[src/rtl/mp_pipe_if.sv]
// rtl/mp_pipe_if.sv - instruction/result handshake bundle for mp_pipe
//
// Signals:
//   instr, instr_valid, instr_ready         instruction input handshake
//   result, result_rd, result_valid,
//   result_ready                            result output handshake
// Modports:
//   slave  - the core (accepts instr, produces result)
//   master - the instruction source / result consumer
interface mp_pipe_if #(
  parameter int DATA_W = 32,
  parameter int REG_AW = 5
);
  logic [31:0]       instr;
  logic              instr_valid;
  logic              instr_ready;
  logic [DATA_W-1:0] result;
  logic [REG_AW-1:0] result_rd;
  logic              result_valid;
  logic              result_ready;

  modport slave (
    input  instr, instr_valid, result_ready,
    output instr_ready, result, result_rd, result_valid
  );

  modport master (
    output instr, instr_valid, result_ready,
    input  instr_ready, result, result_rd, result_valid
  );
endinterface

[src/rtl/mp_pipe.sv]
// rtl/mp_pipe.sv - 2-stage pipelined ALU/register-file core
//
// Ports:
//   clk     rising-edge clock
//   rst_n   asynchronous active-low reset
//   bus     mp_pipe_if.slave: instr/instr_valid/instr_ready in,
//           result/result_rd/result_valid/result_ready out
//   flag_z, flag_n, flag_v  status flags registered with result
//                           (present only with MP_PIPE_FLAGS_EN defined)
//
// Instruction word: [5:0] opcode, [10:6] rs1, [15:11] rs2, [20:16] rd,
// [31:21] imm11. S1 holds decoded operands, S2 holds the result and the
// register file is written as S1 advances into S2.
module mp_pipe #(
  parameter int DATA_W = 32,
  parameter int NREG   = 32,
  parameter int OPC_W  = 6,
  localparam int REG_AW = $clog2(NREG)
) (
  input  logic clk,
  input  logic rst_n,
`ifdef MP_PIPE_FLAGS_EN
  output logic flag_z,
  output logic flag_n,
  output logic flag_v,
`endif
  mp_pipe_if.slave bus
);

  localparam logic [OPC_W-1:0] OP_ADD = 6'b001000;
  localparam logic [OPC_W-1:0] OP_SUB = 6'b001001;
  localparam logic [OPC_W-1:0] OP_ABS = 6'b000010;
  localparam logic [OPC_W-1:0] OP_NEG = 6'b001010;
  localparam logic [OPC_W-1:0] OP_MAX = 6'b001100;
  localparam logic [OPC_W-1:0] OP_MIN = 6'b000001;
  localparam logic [OPC_W-1:0] OP_AVG = 6'b001101;
  localparam logic [OPC_W-1:0] OP_NOT = 6'b000101;
  localparam logic [OPC_W-1:0] OP_OR  = 6'b000100;
  localparam logic [OPC_W-1:0] OP_AND = 6'b001011;
  localparam logic [OPC_W-1:0] OP_XOR = 6'b001111;
  localparam logic [OPC_W-1:0] OP_LDI = 6'b000011;
  localparam int MSB = DATA_W - 1;

  logic [DATA_W-1:0] rf [NREG];

  logic              s1_valid;
  logic [OPC_W-1:0]  s1_opc;
  logic [REG_AW-1:0] s1_rd;
  logic [10:0]       s1_imm;
  logic [DATA_W-1:0] s1_a, s1_b;

  logic [DATA_W-1:0] alu_y;
  logic              alu_wr, alu_v;
  logic [DATA_W-1:0] add_y, sub_y, neg_y;
  logic [DATA_W:0]   sum_ext;

  logic              stall, fwd_ok, wr_en;
  logic [REG_AW-1:0] rs1, rs2, rd_in;
  logic [DATA_W-1:0] op_a, op_b;

  assign stall           = bus.result_valid & ~bus.result_ready;
  assign bus.instr_ready = ~stall;

  assign rs1   = bus.instr[6  +: REG_AW];
  assign rs2   = bus.instr[11 +: REG_AW];
  assign rd_in = bus.instr[16 +: REG_AW];

  // S1's result lands in the register file on the same edge that the
  // incoming instruction is captured, so bypass it from the ALU output.
  assign fwd_ok = s1_valid & alu_wr & (s1_rd != '0);
  assign op_a   = (fwd_ok && s1_rd == rs1) ? alu_y : rf[rs1];
  assign op_b   = (fwd_ok && s1_rd == rs2) ? alu_y : rf[rs2];

  assign add_y   = s1_a + s1_b;
  assign sub_y   = s1_a - s1_b;
  assign neg_y   = '0 - s1_a;
  assign sum_ext = {1'b0, s1_a} + {1'b0, s1_b};

  always_comb begin
    alu_y  = '0;
    alu_wr = 1'b1;
    alu_v  = 1'b0;
    case (s1_opc)
      OP_ADD: begin
        alu_y = add_y;
        alu_v = (s1_a[MSB] == s1_b[MSB]) && (add_y[MSB] != s1_a[MSB]);
      end
      OP_SUB: begin
        alu_y = sub_y;
        alu_v = (s1_a[MSB] != s1_b[MSB]) && (sub_y[MSB] != s1_a[MSB]);
      end
      OP_NEG: begin
        alu_y = neg_y;
        // only the most negative value negates to itself
        alu_v = s1_a[MSB] & neg_y[MSB];
      end
      OP_ABS: alu_y = s1_a[MSB] ? neg_y : s1_a;
      OP_MAX: alu_y = (s1_a > s1_b) ? s1_a : s1_b;
      OP_MIN: alu_y = (s1_a < s1_b) ? s1_a : s1_b;
      OP_AVG: alu_y = sum_ext[DATA_W:1];
      OP_NOT: alu_y = ~s1_a;
      OP_OR:  alu_y = s1_a | s1_b;
      OP_AND: alu_y = s1_a & s1_b;
      OP_XOR: alu_y = s1_a ^ s1_b;
      OP_LDI: alu_y = {{(DATA_W-11){1'b0}}, s1_imm};
      default: alu_wr = 1'b0;
    endcase
  end

  assign wr_en = ~stall & fwd_ok;

  always_ff @(posedge clk or negedge rst_n) begin
    if (!rst_n) begin
      for (int i = 0; i < NREG; i++) rf[i] <= '0;
    end else if (wr_en) begin
      rf[s1_rd] <= alu_y;
    end
  end

  always_ff @(posedge clk or negedge rst_n) begin
    if (!rst_n) begin
      s1_valid         <= 1'b0;
      s1_opc           <= '0;
      s1_rd            <= '0;
      s1_imm           <= '0;
      s1_a             <= '0;
      s1_b             <= '0;
      bus.result       <= '0;
      bus.result_rd    <= '0;
      bus.result_valid <= 1'b0;
`ifdef MP_PIPE_FLAGS_EN
      flag_z           <= 1'b0;
      flag_n           <= 1'b0;
      flag_v           <= 1'b0;
`endif
    end else if (!stall) begin
      s1_valid <= bus.instr_valid;
      if (bus.instr_valid) begin
        s1_opc <= bus.instr[OPC_W-1:0];
        s1_rd  <= rd_in;
        s1_imm <= bus.instr[31:21];
        s1_a   <= op_a;
        s1_b   <= op_b;
      end
      bus.result_valid <= s1_valid;
      if (s1_valid) begin
        bus.result    <= alu_y;
        bus.result_rd <= s1_rd;
`ifdef MP_PIPE_FLAGS_EN
        flag_z        <= (alu_y == '0);
        flag_n        <= alu_y[MSB];
        flag_v        <= alu_v;
`endif
      end
    end
  end

endmodule

[src/flat_wrapper.sv]
// flat-port wrapper written by rule: the top's interface ports become plain ports
module mp_pipe_flat 
#(
  parameter int DATA_W = 32,
  parameter int NREG   = 32,
  parameter int OPC_W  = 6,
  localparam int REG_AW = $clog2(NREG)
)
  (clk, rst_n, bus_instr, bus_instr_valid, bus_result_ready, bus_instr_ready, bus_result, bus_result_rd, bus_result_valid);
  mp_pipe_if #(.DATA_W(DATA_W), .REG_AW(5)) bus_i ();
  input  logic clk;
  input  logic rst_n;
  input wire logic [$bits(bus_i.instr)-1:0] bus_instr;
  input wire logic [$bits(bus_i.instr_valid)-1:0] bus_instr_valid;
  input wire logic [$bits(bus_i.result_ready)-1:0] bus_result_ready;
  output wire logic [$bits(bus_i.instr_ready)-1:0] bus_instr_ready;
  output wire logic [$bits(bus_i.result)-1:0] bus_result;
  output wire logic [$bits(bus_i.result_rd)-1:0] bus_result_rd;
  output wire logic [$bits(bus_i.result_valid)-1:0] bus_result_valid;
  assign bus_i.instr = bus_instr;
  assign bus_i.instr_valid = bus_instr_valid;
  assign bus_i.result_ready = bus_result_ready;
  assign bus_instr_ready = bus_i.instr_ready;
  assign bus_result = bus_i.result;
  assign bus_result_rd = bus_i.result_rd;
  assign bus_result_valid = bus_i.result_valid;
  mp_pipe #(.DATA_W(DATA_W), .NREG(NREG), .OPC_W(OPC_W)) u_core (.clk(clk), .rst_n(rst_n), .bus(bus_i));
endmodule
[config.mk]
export PLATFORM = sky130hd
export DESIGN_NAME = mp_pipe_flat
export DESIGN_NICKNAME = d
export VERILOG_FILES = /design/src/rtl/mp_pipe_if.sv /design/src/rtl/mp_pipe.sv /design/src/flat_wrapper.sv
export SDC_FILE = /design/constraint.sdc
export NUM_CORES = 2
export LEC_CHECK = 0
export BUFFER_PORTS_ARGS = -buffer_cell sky130_fd_sc_hd__buf_2
export CAP_MARGIN = 25
export CORE_MARGIN = 2
export CORE_UTILIZATION = 50
export DETAILED_ROUTE_END_ITERATION = 10
export PLACE_DENSITY = 0.65
export SETUP_SLACK_MARGIN = 0.5
export SLEW_MARGIN = 25
export SYNTH_ARGS = -nofsm -noshare
export SYNTH_HDL_FRONTEND = slang
export SYNTH_SLANG_ARGS = --single-unit
[constraint.sdc]
create_clock -name clk -period 9.9 [get_ports clk]
set_input_delay 1.98 -clock clk [delete_from_list [all_inputs] [get_ports clk]]
set_output_delay 1.98 -clock clk [all_outputs]
set_load 0.1 [all_outputs]
==> impl_metrics.json <==
{
  "status": "finished, final reports clean",
  "p_int_uw": 11100,
  "antenna_found_initial": 6,
  "synth-edff-count": 0,
  "finalHoldViolCount": 0,
  "switchingPower_uw": 7160,
  "avgSynthCellArea_sq_um": 10.7,
  "maxCapViolations": 0,
  "p_comb_frac": 0.372,
  "crit_chain": "clkinv_1 -> ha_1 -> inv_1 -> a21oi_1 -> o31ai_1 -> a2111o_1 -> nor2_1 -> buf_4 -> o21ai_0 -> a211oi_1 -> and2_1 -> buf_4 -> o21ai_0",
  "vias_per_cell": 6.78,
  "syn_inst": 6123,
  "core-area_sq_um": 130000,
  "final_common_cell": "dfrtp_1",
  "cts_tree": "yes",
  "row_count": 132,
  "finalSetupViolCount": 0,
  "finalWeightedCongestion": 1.08,
  "maxSlewHeadroom": 0.154,
  "critPathCaptureType": "flip-flop",
  "dr_total_vias": 52200,
  "p_sw_frac": 0.392,
  "ios": 75,
  "initialDrtViolationCount": 6919,
  "grt_start_max_net_pins": 176,
  "max_freq_mhz": 177,
  "fin_tns_setup_ns": 0,
  "cts_max_level": 3,
  "max_slew.worst_pin.slew_ns": 1.27,
  "grt_pass1_wl_mm": 346,
  "clkTransAtPathRegs_ns": 0.06,
  "io_buffers": 74,
  "cts_root_buffer": "clkbuf_16",
  "die_h_um": 366,
  "drc": 0,
  "cts_buffer_depth": 3,
  "ys.flop_type": "dfrtp_1",
  "layout_common_cells": "dfrtp_1, a21oi_1, nor2_1, mux4_2, nand2_1",
  "critPathKind": "flip-flop to flip-flop",
  "utilization": 0.553,
  "routed_wl_mm": 233,
  "start_util": 0.506,
  "clkSinkCount": 1149,
  "cp.arrival_ns": 6.26,
  "power_density_nw_per_um2": 254,
  "yosys-top-cells-area": "dfrtp_1, mux4_2, a21oi_1",
  "hp-class": "flip-flop to flip-flop",
  "final_nets": 5990,
  "cp-start-kind": "flip-flop",
  "timing.final.crit_period_ns": 5.66,
  "cts_buffers": 119,
  "hold-worst-slack_ns": 0.394,
  "grt_pass1_vias": 51000,
  "die_w_um": 366,
  "finalClockSkew_ns": 0.0348,
  "synth_cell_type_count": 93,
  "path_buf_inv": 4,
  "ys_seq_area_frac": 0.438,
  "slew_viol_final": 0,
  "firstDrtPassIters": 9,
  "syn_nets": 6260,
  "grtUsageTotal": 0.348,
  "worstPathRequired_ns": 10.50,
  "cp_max_fo": 32,
  "slowest_stage": "nor2_1",
  "synth_top_area_cell": "dfrtp_1",
  "max_stage_delay_ns": 0.85,
  "gr-total-overflow": 0,
  "netlist.area_leader.share": 0.438,
  "synth-seq-cells": 1149,
  "crit_family": "compound AO/OA/AOI/OAI gates",
  "postRouteAntennaNets": 0,
  "hpwl_mm": 140,
  "synth.yosys.warnings": 0,
  "rsz0062_at_grt": "false",
  "clk-insertion-delay-late_ns": 0.78,
  "post_cts_buffers": 0,
  "areaGrowthSynthToFinish_pct": 9.44,
  "p_clk_frac": 0.264,
  "n_antenna_cell": 0,
  "ys_async_sr_fraction": 1.00,
  "wl_per_cell_um": 30.2,
  "p_seq_frac": 0.364,
  "netlist_area_sq_um": 65600,
  "drive_above_1_share": 0.204,
  "dieArea_sq_um": 134000,
  "timing.final.crit_share": 0.571,
  "power_leakage_uw": 0.0304,
  "ctsHoldBuffers": 0,
  "peakVddDrop_mv": 0.193,
  "ctsResizeCount": 0
}
-- state kept, by name (all words and copies together) (netlist names) --
signal                   cells
u_core.s1_valid              1
u_core.rf                 1024
u_core.s1_rd                 5
u_core.bus.result_valid      1
u_core.bus.result_rd         5
u_core.s1_a                 32
u_core.s1_imm               11
u_core.bus.result           32
u_core.s1_b                 32
u_core.s1_opc                6
-- cells by family after synthesis --
kind of cell               count (synthesis)  synth area share
and+or+nand+nor                         1683             0.108
AOI/OAI and AO/OA                       1680             0.148
DFF                                     1149             0.438
muxes                                    740             0.235
buffers and inverters                    719            0.0441
adders and majority gates                101            0.0195
xor gates and xnor gates                  51           0.00681
-- cell type report --
cell class / count / area [sq um]
clock buffer: 172 / 3560
inverter: 97 / 364
fill: 11100 / 58000
multi-input combinational: 4255 / 34400
tap: 1742 / 2180
timing repair buffer: 231 / 1890
clock inverter: 53 / 641
sequential: 1149 / 28800
-- routing by layer --
metal,track usage,up-vias,part of all wire
li1,-,21900,-
met1,0.491,26700,0.40
met2,0.512,2957,0.44
met3,0.0814,618,0.11
met4,0.165,2,0.053
met5,0,-,0.000077
-- path summary, 6_finish.rpt --
kind,from,end,slack [ns],depth (start not counted)
max,u_core.s1_a[29]$_DFFE_PN0P_,u_core.rf[910]$_DFFE_PN0P_,4.24,13
min,u_core.rf[1023]$_DFFE_PN0P_,u_core.rf[1023]$_DFFE_PN0P_,0.39,0
max reg2reg,u_core.s1_a[29]$_DFFE_PN0P_,u_core.rf[910]$_DFFE_PN0P_,4.24,13
min reg2reg,u_core.rf[1023]$_DFFE_PN0P_,u_core.rf[1023]$_DFFE_PN0P_,0.39,0
max in group asynchronous,rst_n,u_core.rf[543]$_DFFE_PN0P_,6.58,4
min in group asynchronous,rst_n,u_core.rf[268]$_DFFE_PN0P_,1.23,1
-- synthesized netlist by cell type, drive strengths merged, types with 13 or more instances --
cell type  number
o21ai         293
o221ai         34
nand2         381
o22ai          40
and2           13
or2            14
ha             99
a2111oi        15
or4            14
dfrtp        1149
nor2         1017
nand4          24
o31ai          14
nor2b          23
a22oi          13
mux2i          75
a21oi        1004
clkbuf        435
mux2           25
buf           187
a211oi         33
mux4          640
inv            96
nand3          40
o211ai         37
nor3           52
nand2b         17
or3            20
xnor2          49
nor4           34
a221oi         20
o21a           17
a31oi          28
a21o           19
-- through the flow --
step / cell area [sq um] / instances / setup slack (ns) / total power [uW]
final: 71800 / 7699 / 4.24 / 18300
after global routing: 71800 / 7699 / 4.08 / 19100
after global placement: 67400 / 7466 / 4.38 / 13100
after detailed placement: 67500 / 7471 / 4.40 / 13300
after floorplan: 65600 / 6123 / 4.90 / 11300
after CTS: 71700 / 7696 / 4.41 / 18100
-- power by group through the flow --
stage          registers (uW)  clock network (uW)  logic [uW]
6_report                 6660                4820        6800
5_1_grt                  6780                5060        7220
4_1_cts                  6620                4870        6640
3_5_place_dp             6690                   0        6610
3_3_place_gp             6610                   0        6510
2_1_floorplan            6780                   0        4500
Note: power is estimated with default switching activity, not from simulation.
